==> config.mk <==
export PLATFORM = sky130hd
export DESIGN_NAME = tdm_demux4_flat
export DESIGN_NICKNAME = d
export VERILOG_FILES = /design/src/rtl/tdm_pkg.sv /design/src/rtl/tdm_demux4_if.sv /design/src/rtl/tdm_deser.sv /design/src/rtl/tdm_demux4.sv /design/src/flat_wrapper.sv
export SDC_FILE = /design/constraint.sdc
export NUM_CORES = 1
export LEC_CHECK = 0
export BUFFER_PORTS_ARGS = -buffer_cell sky130_fd_sc_hd__buf_2
export CORE_ASPECT_RATIO = 1.5
export CORE_MARGIN = 2
export CORE_UTILIZATION = 50
export DETAILED_ROUTE_END_ITERATION = 12
export GPL_ROUTABILITY_DRIVEN = 0
export PLACE_DENSITY = 0.67
export SYNTH_ARGS = -nofsm -noshare
export SYNTH_HDL_FRONTEND = slang
export SYNTH_HIERARCHICAL = 1
export SYNTH_SLANG_ARGS = --single-unit
==> constraint.sdc <==
create_clock -name CLK -period 6.3 [get_ports CLK]
set_clock_uncertainty 0.2 [all_clocks]
set_input_delay 1.575 -clock CLK [delete_from_list [all_inputs] [get_ports CLK]]
set_output_delay 1.575 -clock CLK [all_outputs]
set_load 0.05 [all_outputs]
==> src/rtl/tdm_pkg.sv <==
// Shared definitions for the four-slot TDM receive path: slot count, FSM states
// and width helpers derived from the slot width.
package tdm_pkg;

   localparam int NSLOT = 4;

   typedef enum logic {
      HUNT = 1'b0,
      RUN  = 1'b1
   } state_t;

   function automatic int frameLen(input int slotW);
      return NSLOT * slotW;
   endfunction

   // Bits needed to index 0..n-1, never less than one.
   function automatic int idxWidth(input int n);
      return (n <= 2) ? 1 : $clog2(n);
   endfunction

   localparam int SIDX_W = idxWidth(NSLOT);

endpackage

==> src/rtl/tdm_demux4_if.sv <==
// Serial-in / parallel-out bundle of the TDM demultiplexer; the source side drives
// the serial stream and enable, the demultiplexer returns the frame words and status.
interface tdm_demux4_if #(
   parameter int SLOT_W = 8
);

   logic              Gbar;
   logic              DIN;
   logic              FSYNC;
   logic [SLOT_W-1:0] Y0;
   logic [SLOT_W-1:0] Y1;
   logic [SLOT_W-1:0] Y2;
   logic [SLOT_W-1:0] Y3;
   logic              VALID;
   logic              SYNC_ERR;
   logic              LOCKED;

   modport master (
      output Gbar, DIN, FSYNC,
      input  Y0, Y1, Y2, Y3, VALID, SYNC_ERR, LOCKED
   );

   modport slave (
      input  Gbar, DIN, FSYNC,
      output Y0, Y1, Y2, Y3, VALID, SYNC_ERR, LOCKED
   );

endinterface

==> src/rtl/tdm_deser.sv <==
// Slot deserialiser: frame bit counter plus the shift register that assembles each
// slot MSB first. The word presented includes the bit arriving this cycle.
module tdm_deser
   import tdm_pkg::*;
#(
   parameter int SLOT_W = 8
) (
   input  logic              CLK,
   input  logic              i_clear,
   input  logic              i_start,
   input  logic              i_shift,
   input  logic              i_din,
   output logic              o_atStart,
   output logic              o_slotDone,
   output logic              o_frameDone,
   output logic [SIDX_W-1:0] o_slotIdx,
   output logic [SLOT_W-1:0] o_word
);

   localparam int FRAME_LEN = frameLen(SLOT_W);
   localparam int CNT_W     = idxWidth(FRAME_LEN);
   localparam int SH_W      = SLOT_W - 1;

   localparam logic [CNT_W-1:0] LAST_CNT  = CNT_W'(FRAME_LEN - 1);
   localparam logic [CNT_W-1:0] SLOT_LEN  = CNT_W'(SLOT_W);
   localparam logic [CNT_W-1:0] SLOT_LAST = CNT_W'(SLOT_W - 1);

   logic [CNT_W-1:0] r_count;
   logic [SH_W-1:0]  r_shift;
   logic [CNT_W-1:0] w_slot;
   logic [CNT_W-1:0] w_bitPos;

   // Only SLOT_W-1 history bits are stored; the final bit is taken live from DIN.
   assign o_word      = {r_shift, i_din};
   assign w_slot      = r_count / SLOT_LEN;
   assign w_bitPos    = r_count % SLOT_LEN;
   assign o_slotIdx   = SIDX_W'(w_slot);
   assign o_atStart   = (r_count == '0);
   assign o_slotDone  = (w_bitPos == SLOT_LAST);
   assign o_frameDone = (r_count == LAST_CNT);

   // A start bit is shifted like any other but forces the counter to position one.
   always_ff @(posedge CLK) begin
      if (i_clear) begin
         r_count <= '0;
         r_shift <= '0;
      end else if (i_start) begin
         r_count <= CNT_W'(1);
         r_shift <= o_word[SH_W-1:0];
      end else if (i_shift) begin
         r_count <= o_frameDone ? '0 : r_count + CNT_W'(1);
         r_shift <= o_word[SH_W-1:0];
      end
   end

endmodule

==> src/rtl/tdm_demux4.sv <==
// Four-channel TDM demultiplexer: frame-sync hunting FSM, per-slot staging,
// parallel output registers and active-low output enable.
module tdm_demux4
   import tdm_pkg::*;
#(
   parameter int SLOT_W = 8
) (
   input  logic         CLK,
   input  logic         RST,
   tdm_demux4_if.slave  bus
);

   state_t            r_state;
   logic              r_valid;
   logic              r_syncErr;
   logic              r_locked;
   logic [SLOT_W-1:0] r_y     [NSLOT];
   logic [SLOT_W-1:0] r_stage [NSLOT];

   logic              w_atStart;
   logic              w_slotDone;
   logic              w_frameDone;
   logic [SIDX_W-1:0] w_slotIdx;
   logic [SLOT_W-1:0] w_word;
   logic              w_missSync;
   logic              w_clear;
   logic              w_start;
   logic              w_shift;

   // Deserialiser control follows the FSM priority: reset, enable, sync checks, shift.
   assign w_missSync = (r_state == RUN) && w_atStart && !bus.FSYNC;
   assign w_clear    = RST || bus.Gbar || w_missSync;
   assign w_start    = !w_clear && bus.FSYNC;
   assign w_shift    = !w_clear && !bus.FSYNC && (r_state == RUN);

   tdm_deser #(
      .SLOT_W (SLOT_W)
   ) u_deser (
      .CLK         (CLK),
      .i_clear     (w_clear),
      .i_start     (w_start),
      .i_shift     (w_shift),
      .i_din       (bus.DIN),
      .o_atStart   (w_atStart),
      .o_slotDone  (w_slotDone),
      .o_frameDone (w_frameDone),
      .o_slotIdx   (w_slotIdx),
      .o_word      (w_word)
   );

   always_ff @(posedge CLK) begin
      if (RST) begin
         r_state   <= HUNT;
         r_valid   <= 1'b0;
         r_syncErr <= 1'b0;
         r_locked  <= 1'b0;
         for (int k = 0; k < NSLOT; k++) begin
            r_y[k]     <= '0;
            r_stage[k] <= '0;
         end
      end else if (bus.Gbar) begin
         // Output words are held so they reappear once the enable returns.
         r_state   <= HUNT;
         r_valid   <= 1'b0;
         r_syncErr <= 1'b0;
         r_locked  <= 1'b0;
         for (int k = 0; k < NSLOT; k++) begin
            r_stage[k] <= '0;
         end
      end else begin
         r_valid   <= 1'b0;
         r_syncErr <= 1'b0;
         case (r_state)
            HUNT: begin
               if (bus.FSYNC) begin
                  r_state  <= RUN;
                  r_locked <= 1'b1;
               end
            end
            RUN: begin
               if (w_missSync) begin
                  r_syncErr <= 1'b1;
                  r_state   <= HUNT;
                  r_locked  <= 1'b0;
               end else if (bus.FSYNC && !w_atStart) begin
                  r_syncErr <= 1'b1;
               end else if (w_slotDone) begin
                  r_stage[w_slotIdx] <= w_word;
                  if (w_frameDone) begin
                     for (int k = 0; k < NSLOT - 1; k++) begin
                        r_y[k] <= r_stage[k];
                     end
                     r_y[NSLOT-1] <= w_word;
                     r_valid      <= 1'b1;
                  end
               end
            end
            default: begin
               r_state  <= HUNT;
               r_locked <= 1'b0;
            end
         endcase
      end
   end

   assign bus.Y0       = bus.Gbar ? '0 : r_y[0];
   assign bus.Y1       = bus.Gbar ? '0 : r_y[1];
   assign bus.Y2       = bus.Gbar ? '0 : r_y[2];
   assign bus.Y3       = bus.Gbar ? '0 : r_y[3];
   assign bus.VALID    = r_valid;
   assign bus.SYNC_ERR = r_syncErr;
   assign bus.LOCKED   = r_locked;

endmodule

==> src/flat_wrapper.sv <==
// flat-port wrapper written by rule: the top's interface ports become plain ports
module tdm_demux4_flat import tdm_pkg::*;
#(
   parameter int SLOT_W = 8
)
  (CLK, RST, bus_Gbar, bus_DIN, bus_FSYNC, bus_Y0, bus_Y1, bus_Y2, bus_Y3, bus_VALID, bus_SYNC_ERR, bus_LOCKED);
  tdm_demux4_if #(.SLOT_W(SLOT_W)) bus_i ();
  input  logic CLK;
  input  logic RST;
  input wire logic [$bits(bus_i.Gbar)-1:0] bus_Gbar;
  input wire logic [$bits(bus_i.DIN)-1:0] bus_DIN;
  input wire logic [$bits(bus_i.FSYNC)-1:0] bus_FSYNC;
  output wire logic [$bits(bus_i.Y0)-1:0] bus_Y0;
  output wire logic [$bits(bus_i.Y1)-1:0] bus_Y1;
  output wire logic [$bits(bus_i.Y2)-1:0] bus_Y2;
  output wire logic [$bits(bus_i.Y3)-1:0] bus_Y3;
  output wire logic [$bits(bus_i.VALID)-1:0] bus_VALID;
  output wire logic [$bits(bus_i.SYNC_ERR)-1:0] bus_SYNC_ERR;
  output wire logic [$bits(bus_i.LOCKED)-1:0] bus_LOCKED;
  assign bus_i.Gbar = bus_Gbar;
  assign bus_i.DIN = bus_DIN;
  assign bus_i.FSYNC = bus_FSYNC;
  assign bus_Y0 = bus_i.Y0;
  assign bus_Y1 = bus_i.Y1;
  assign bus_Y2 = bus_i.Y2;
  assign bus_Y3 = bus_i.Y3;
  assign bus_VALID = bus_i.VALID;
  assign bus_SYNC_ERR = bus_i.SYNC_ERR;
  assign bus_LOCKED = bus_i.LOCKED;
  tdm_demux4 #(.SLOT_W(SLOT_W)) u_core (.CLK(CLK), .RST(RST), .bus(bus_i));
endmodule
; After elaboration in Yosys (flattened, before gate mapping)
; Memory sizes are Yosys's and may differ from the RTL's.
; Index checks and enable logic that the tools add are counted.
[word_totals]
register_bits = 16
latch_bits = 0
ram_bits = 64
romBits = 0
out_inout_bits = 35
memories = 2
[op_classes]
add_sub_neg = 1
mul = 0
n_div = 0
n_lt_le_gt_ge = 0
n_eq_ne = 4
shifts = 0
n_mux = 48
bitwise_logic = 9
n_reduce_logical = 18
[memory_table]
columns = name, words, word_bits, read_ports, rd_clocked_by_memory_dff, write_ports, line_no
row1 = u_core.r_stage, 4, 8, 3, 0, 4, tdm_demux4.sv:18  ; logic [SLOT_W-1:0] r_stage [NSLOT];
row2 = u_core.r_y, 4, 8, 4, 0, 4, tdm_demux4.sv:17  ; logic [SLOT_W-1:0] r_y [NSLOT];
[op_table]
columns = operator, count
row1 = $mux W8, 13
row2 = $mux W1, 29
row3 = $mux W7, 2
row4 = $or A1 B1 Y1, 8
row5 = $reduce_or A8 Y1, 1
row6 = $logic_and A1 B1 Y1, 6
row7 = $add A5 B1 Y5 const B, 1
row8 = $eq A5 B5 Y1 const B, 1
row9 = $logic_not A5 Y1, 1
row10 = $mux W5, 1
row11 = $ne A2 B2 Y1 const B, 2
row12 = $pmux W1 S2, 2
row13 = $reduce_or A2 Y1, 2
row14 = $eq A3 B3 Y1 const B, 1
row15 = $logic_not A1 Y1, 3
row16 = $reduce_or A3 Y1, 1
row17 = $logic_or A1 B1 Y1, 2
row18 = $mux W2, 1
row19 = $reduce_and A2 Y1, 1
row20 = $reduce_bool A2 Y1, 1
row21 = $not A1 Y1, 1

; Depth between registers and ports, before layout
; Gate-level depths: netlist (run 1).
[logic_depth]
ltp_word = 11
mapped_depth = 7

; By module
; Netlist (run 1), hierarchy kept.
[modules_own_cells]
columns = mod, n_inst, cells_per_inst, area_each_um2
row1 = tdm_demux4, 1, 228, 2834.0
row2 = tdm_deser, 1, 63, 560.5

; Least setup slack after synthesis (run 1)
; Ideal clock, no wire load.
[synth_path]
kind = input to register
startpoint = input port bus_FSYNC
endpoint = memory u_core.r_y[0][0] (enable)
arrival_time_ns = 5.200
required_time_ns = 5.589
path_slack_ns = 0.390
cell_stages = 2
path_cell_list = xor2_1 o41ai_1
[synth_rtl]
columns = item, line_no
row1 = start: declaration, flat_wrapper.sv:12  ; input wire logic [$bits(bus_i.FSYNC)-1:0] bus_FSYNC;
row2 = end: declaration, tdm_demux4.sv:17

; Final worst setup path (run 1)
[layout_path]
startpoint = input port bus_Gbar
endpoint = output port bus_Y3[7]
[layout_via]
elab_chain_len = 1
[layout_rtl]
columns = item, line_no
row1 = start: declaration, flat_wrapper.sv:10  ; input wire logic [$bits(bus_i.Gbar)-1:0] bus_Gbar;
row2 = $mux W8, tdm_demux4.sv:109  ; assign bus.Y3 = bus.Gbar ? '0 : r_y[3];
row3 = end: declaration, flat_wrapper.sv:16  ; output wire logic [$bits(bus_i.Y3)-1:0] bus_Y3;
; No other way between the ends.

==> metrics.txt, run 1 <==
run status=finished clean; routing usage on met2=26.7%; hold path start=u_core/u_deser/r_shift[6]$_SDFFE_PP0P_; Switch Pwr=0.000221 W; Total Neg Setup Slack=0 ns; area share of the largest cell type after synthesis=49.5%; drt drc=0; Clock Latency Late Sink=0.33 ns; I/O pin total=40; critical path type=in -> out; Worst R2R Setup Slack=3.18 ns; met3 Use GR=4.63%; total core area=0.00653 mm^2; area taken by multi-input logic gates=0.00113 mm^2; Root Buffer Master=clkbuf_8; Lkg Pwr=1.33 nW; Post-Syn Instances=291; FF-to-FF End=u_core/r_y[3][3]$_SDFFCE_PN0P_; post_cts resized=0; Total GRT Usage=16.9%; final hold violation count=0; Reg2Reg Depth=8; Placed Cells=383; Overflow after GRT=0; Initial Util=52.0%; CTS sink count=72; first-pass GRT wire length=9790 um; WL per Instance=14.4 um; power share of the clock group=35.9%; 1st-iter DRT viols=156; critical-path cell list=buf_2 > and2b_2 > buf_2; Pwr Total=0.000939 W; RSZ-0062 raised after global routing=no; H-Tree Depth=3; final setup fails=0; port bufs=39; number of fill cells=538; Net Sw Frac=23.5%; power per cell area=248 mW/mm^2; Internal Power=0.000718 W; Crit path top cell by count=buf_2; CTS Buffer Depth=2; CP arrival=2.55 ns; clock buffers created by TritonCTS=9; most frequent cells in the layout=56 x edfxtp_1, 40 x nor4_1, 39 x buf_2; number of max-cap violations=0; Critical Path RT=4.53 ns; Post-Synthesis Cell Area=0.00339 mm^2; Clock Pin Slew Worst Setup and Hold Paths=0.07 ns; ant diodes=0; Die Wd=71.3 um; antenna violations before repair=0; Reg2Reg Launch Point=u_core/u_deser/r_count[0]$_SDFFE_PP0P_; gr busiest metal=met2; worst min path class=reg -> reg; pin count of the biggest net entering global routing=51; Fin Hold WS=0.258 ns; vias=2136; final wirelength=5750 um; HPWL after detailed placement=3790 um; placed inst area=0.00360 mm^2; most area-consuming cells after synthesis=edfxtp_1 50%, dfxtp_1 9.4%, nor4_1 7.4%, nor2b_1 5.9%, nor4_2 5.9%; top_reg_cell synth=edfxtp_1; minimum clock period=4.32 ns; Hold EP=u_core/u_deser/r_shift[6]$_SDFFE_PP0P_; Seq pwr share=56.1%; Logic pwr share=8.0%; Fmax=231 MHz; layout cell share with drive strength beyond 1=25.7%; number of global-route vias before repair=2018; post-synthesis sequential element count=72; Final ANT Viol Nets=0; # hold bufs at CTS=0; via/cell ratio=5.35; die area=0.00748 mm^2; syn_nets=301; cell area after layout=0.00378 mm^2; crit path max-delay cell type=buf_2; max-slew violation count=0; sequential area share after synthesis=59.0%; FP Rows=36; Setup Fix Bufs, Post-CTS=0; CP Launch Type=primary input; storage element area=0.00200 mm^2; Final period util=68.6%; EDFF count, synth=56; CTS tree=built; Post-Layout Cell Count=399; CP Capture Type=primary output; synthesized area per cell=11.7 um^2; die height=105 um; Max VDD drop=0.139 mV; Post-synth ARST share=0%; Worst Hold Path Cells=2; Synth area leader=edfxtp_1; Slew @ Worst Pin=1.20 ns; Max Fanout on Critical Path=38; P&R area growth vs syn=11.4%; Yosys Warn Count=6; Nets=328; slew margin rel.=19.6%; global routing usage on met1=20.8%; Pre-Repair DR Iteration Count=4; CP max stage delay=0.48 ns; post-synth cell types=37; most common cell after layout, fill and taps aside=edfxtp_1
cell families (layout without fill, tap and decap cells):
| kind of cell | count (synthesis) | count (layout) | share of synthesized area [%] |
|---|---|---|---|
| buffers and inverters | 66 | 98 | 8.74 |
| muxes | 2 | 2 | 0.590 |
| xor gates and xnor gates | 2 | 2 | 0.516 |
| adders and majority gates | 5 | 5 | 1.84 |
| and+or+nand+nor | 120 | 120 | 24.9 |
| DFF | 72 | 72 | 59.0 |
| AOI/OAI and AO/OA | 24 | 24 | 4.42 |
stage by stage:
stage | worst slack, ns | util (%)
2_1_floorplan | 0.390 | -
3_3_place_gp | 1.93 | 55.2
3_5_place_dp | 1.92 | 55.2
4_1_cts | 1.92 | 57.9
5_1_grt | 1.83 | 57.9
6_report | 1.98 | 57.9
worst max path at each step:
stage | from | end | slack, ns | depth (start not counted)
2_1_floorplan | bus_FSYNC | u_core/r_y[0][0]$_SDFFCE_PN0P_ | 0.39 | 2
3_3_place_gp | bus_Gbar | bus_Y2[3] | 1.93 | 3
3_5_place_dp | bus_Gbar | bus_Y3[7] | 1.92 | 3
4_1_cts | bus_Gbar | bus_Y3[7] | 1.92 | 3
5_1_grt | bus_Gbar | bus_Y2[3] | 1.83 | 3
6_report | bus_Gbar | bus_Y3[7] | 1.98 | 3
sequential cells by signal, indices dropped and copies added, names as in the netlist:
name / flops
u_core/bus.VALID: 1
u_core/bus.LOCKED: 1
u_core/u_deser/r_count: 5
u_core/r_state: 1
u_core/r_y: 32
u_core/r_stage: 24
u_core/bus.SYNC_ERR: 1
u_core/u_deser/r_shift: 7
synthesized netlist by cell type (5+ instances only):
cell      number
dfxtp_1       16
nor4_1        40
nand2_1       10
a21oi_1        9
inv_1         37
nor4_2        16
clkbuf_1      12
ha_1           5
o21ai_0        8
buf_2          9
edfxtp_1      56
nor2b_1       32
per-layer routing:
| layer | vias up | part of all wire (%) |
|---|---|---|
| li1 | 1099 | - |
| met1 | 970 | 42 |
| met2 | 55 | 49 |
| met3 | 12 | 5.3 |
| met4 | 0 | 3.4 |
| met5 | - | 0 |
power by group through the flow:
stage	clock, W	combinational [W]	sequential, W
after CTS	0.000343	0.0000752	0.000527
after floorplan	0	0.0000591	0.000539
after global placement	0	0.0000744	0.000537
after detailed placement	0	0.0000750	0.000538
final	0.000337	0.0000747	0.000527
after global routing	0.000363	0.0000807	0.000528
worst max-delay path, delay by kind of cell:
kind | cells | cell delay, ns
buffers and inverters | 2 | 0.68
AND/OR/NAND/NOR | 1 | 0.28
final cells by class:
| type | count | share of cell area [%] |
|---|---|---|
| Sequential cell | 72 | 52.9 |
| Inverter | 38 | 3.77 |
| Timing Repair Buffer | 44 | 6.15 |
| Multi-Input combinational cell | 153 | 29.9 |
| Clock buffer | 11 | 3.47 |
| Tap cell | 76 | 2.51 |
| Clock inverter | 5 | 1.26 |
Power figures use the tool's default switching activity.
==> run 2, diff against run 1 <==
==> constraint.sdc (replaced) <==
create_clock -name CLK -period 4.1 [get_ports CLK]
set_clock_uncertainty 0.2 [all_clocks]
set_input_delay 1.025 -clock CLK [delete_from_list [all_inputs] [get_ports CLK]]
set_output_delay 1.025 -clock CLK [all_outputs]
set_load 0.05 [all_outputs]
==> run 2 against run 1 <==
Compared with the run above: via count rose by 2.3%; count of clock-buffer cells in the layout fell by 1; die area did not move; critical endpoint is now bus_Y2[3]; sequential cell count did not move; final cell count rose by 0.75%; wire length fell by 1.7%; sequential share of layout area fell by 0.59 points; global-route usage fell by 0.71 points; combinational power rose by 55%.
==> metrics.txt, run 2 (synthesized netlist as in run 1, its figures left out) <==
Pre-Repair DR Iteration Count=4; HPWL after detailed placement=3760 um; Critical Path RT=2.87 ns; final hold violation count=0; final setup fails=0; pin count of the biggest net entering global routing=50; Max Fanout on Critical Path=38; Final period util=79.5%; Placed Cells=386; most common cell after layout, fill and taps aside=edfxtp_1; layout cell share with drive strength beyond 1=27.0%; vias=2186; CTS Buffer Depth=2; most frequent cells in the layout=56 x edfxtp_1, 40 x nor4_1, 39 x buf_2; slew margin rel.=19.7%; Nets=331; CTS tree=built; P&R area growth vs syn=12.7%; Biggest register=u_core/r_y; number of global-route vias before repair=1994; I/O pin total=40; # hold bufs at CTS=0; Top Registers=u_core/r_y x32, u_core/r_stage x24, u_core/u_deser/r_shift x7; post_cts resized=0; max-slew violation count=0; cell area after layout=0.00382 mm^2; first-pass GRT wire length=9400 um; clock buffers created by TritonCTS=9; final wirelength=5650 um; Largest register FFs=32; Post-Layout Cell Count=402; via/cell ratio=5.44; run status=finished clean; H-Tree Depth=3; RSZ-0062 raised after global routing=no; Place WS=0.785 ns; Die Wd=71.3 um; Slew @ Worst Pin=1.19 ns; storage element area=0.00200 mm^2; Fin Hold WS=0.265 ns; die area=0.00748 mm^2; WL per Instance=14.0 um; ant diodes=0; CP Launch Type=primary input; Setup Fix Bufs, Post-CTS=0; number of fill cells=544; Lkg Pwr=1.36 nW; placed inst area=0.00364 mm^2; power per cell area=381 mW/mm^2; drt drc=0; Root Buffer Master=clkbuf_8; Total GRT Usage=16.2%; minimum clock period=3.26 ns; antenna violations before repair=0; Clock Latency Late Sink=0.34 ns; worst min path class=reg -> reg; final worst slack=0.841 ns; Clock Pin Slew Worst Setup and Hold Paths=0.07 ns; Total Neg Setup Slack=0 ns; Max VDD drop=0.242 mV; CP Capture Type=primary output; CP arrival=2.03 ns; area taken by multi-input logic gates=0.00114 mm^2; Overflow after GRT=0; port bufs=39; CTS sink count=72; Initial Util=52.0%; critical path type=in -> out; 1st-iter DRT viols=151; Final ANT Viol Nets=0; total core area=0.00653 mm^2; Fmax=307 MHz; FP Rows=36; number of max-cap violations=0; die height=105 um
## run 2: cell types whose count changed in the layout (fill, tap and decap cells not counted), sizes merged
cell,before,now
clkinvlp,0,1
clkbuf,11,10
buf,44,47
## run 2: final cells by class
type | count | area share [%]
Multi-Input combinational cell | 153 | 29.9
Timing Repair Buffer | 47 | 6.67
Sequential cell | 72 | 52.3
Tap cell | 76 | 2.49
Clock inverter | 6 | 1.57
Clock buffer | 10 | 3.34
Inverter | 38 | 3.73
## run 2: path summary, 6_finish.rpt
| kind | startpoint | end | slack [ns] | cells after the start |
|---|---|---|---|---|
| worst min-delay path | u_core/u_deser/r_shift[6]$_SDFFE_PP0P_ | u_core/u_deser/r_shift[6]$_SDFFE_PP0P_ | 0.27 | 2 |
| worst max-delay path | bus_Gbar | bus_Y2[3] | 0.84 | 3 |
| worst max register to register | u_core/u_deser/r_count[0]$_SDFFE_PP0P_ | u_core/r_stage[1][2]$_SDFFCE_PN0P_ | 1.44 | 6 |
| worst min register to register | u_core/u_deser/r_shift[6]$_SDFFE_PP0P_ | u_core/u_deser/r_shift[6]$_SDFFE_PP0P_ | 0.27 | 2 |
## run 2: critical path: stages
cell and delay [ns]:
buf_2 0.51, and2b_2 0.29, buf_2 0.20
## run 2: stage by stage
stage               power, W  utilization [%]
global placement    0.000942             55.7
CTS                  0.00147             58.6
detailed placement  0.000944             55.7
global route         0.00151             58.6
floorplan           0.000918                -
finish               0.00146             58.6
## run 2: power by group
| group | switching, W | internal, W | total [W] |
|---|---|---|---|
| clock network | 0.000255 | 0.000278 | 0.000533 |
| registers | 0.00000563 | 0.000804 | 0.000810 |
| logic | 0.0000909 | 0.0000255 | 0.000116 |
| total | 0.000351 | 0.00111 | 0.00146 |
## run 2: layer usage
layer  vias up  share of wire (%)  GRT usage, %
li1       1102                  -             -
met1      1015                 42          19.5
met2        59                 51          26.1
met3        10                4.8          4.34
met4         0                2.4          8.49
met5         -                  0             0
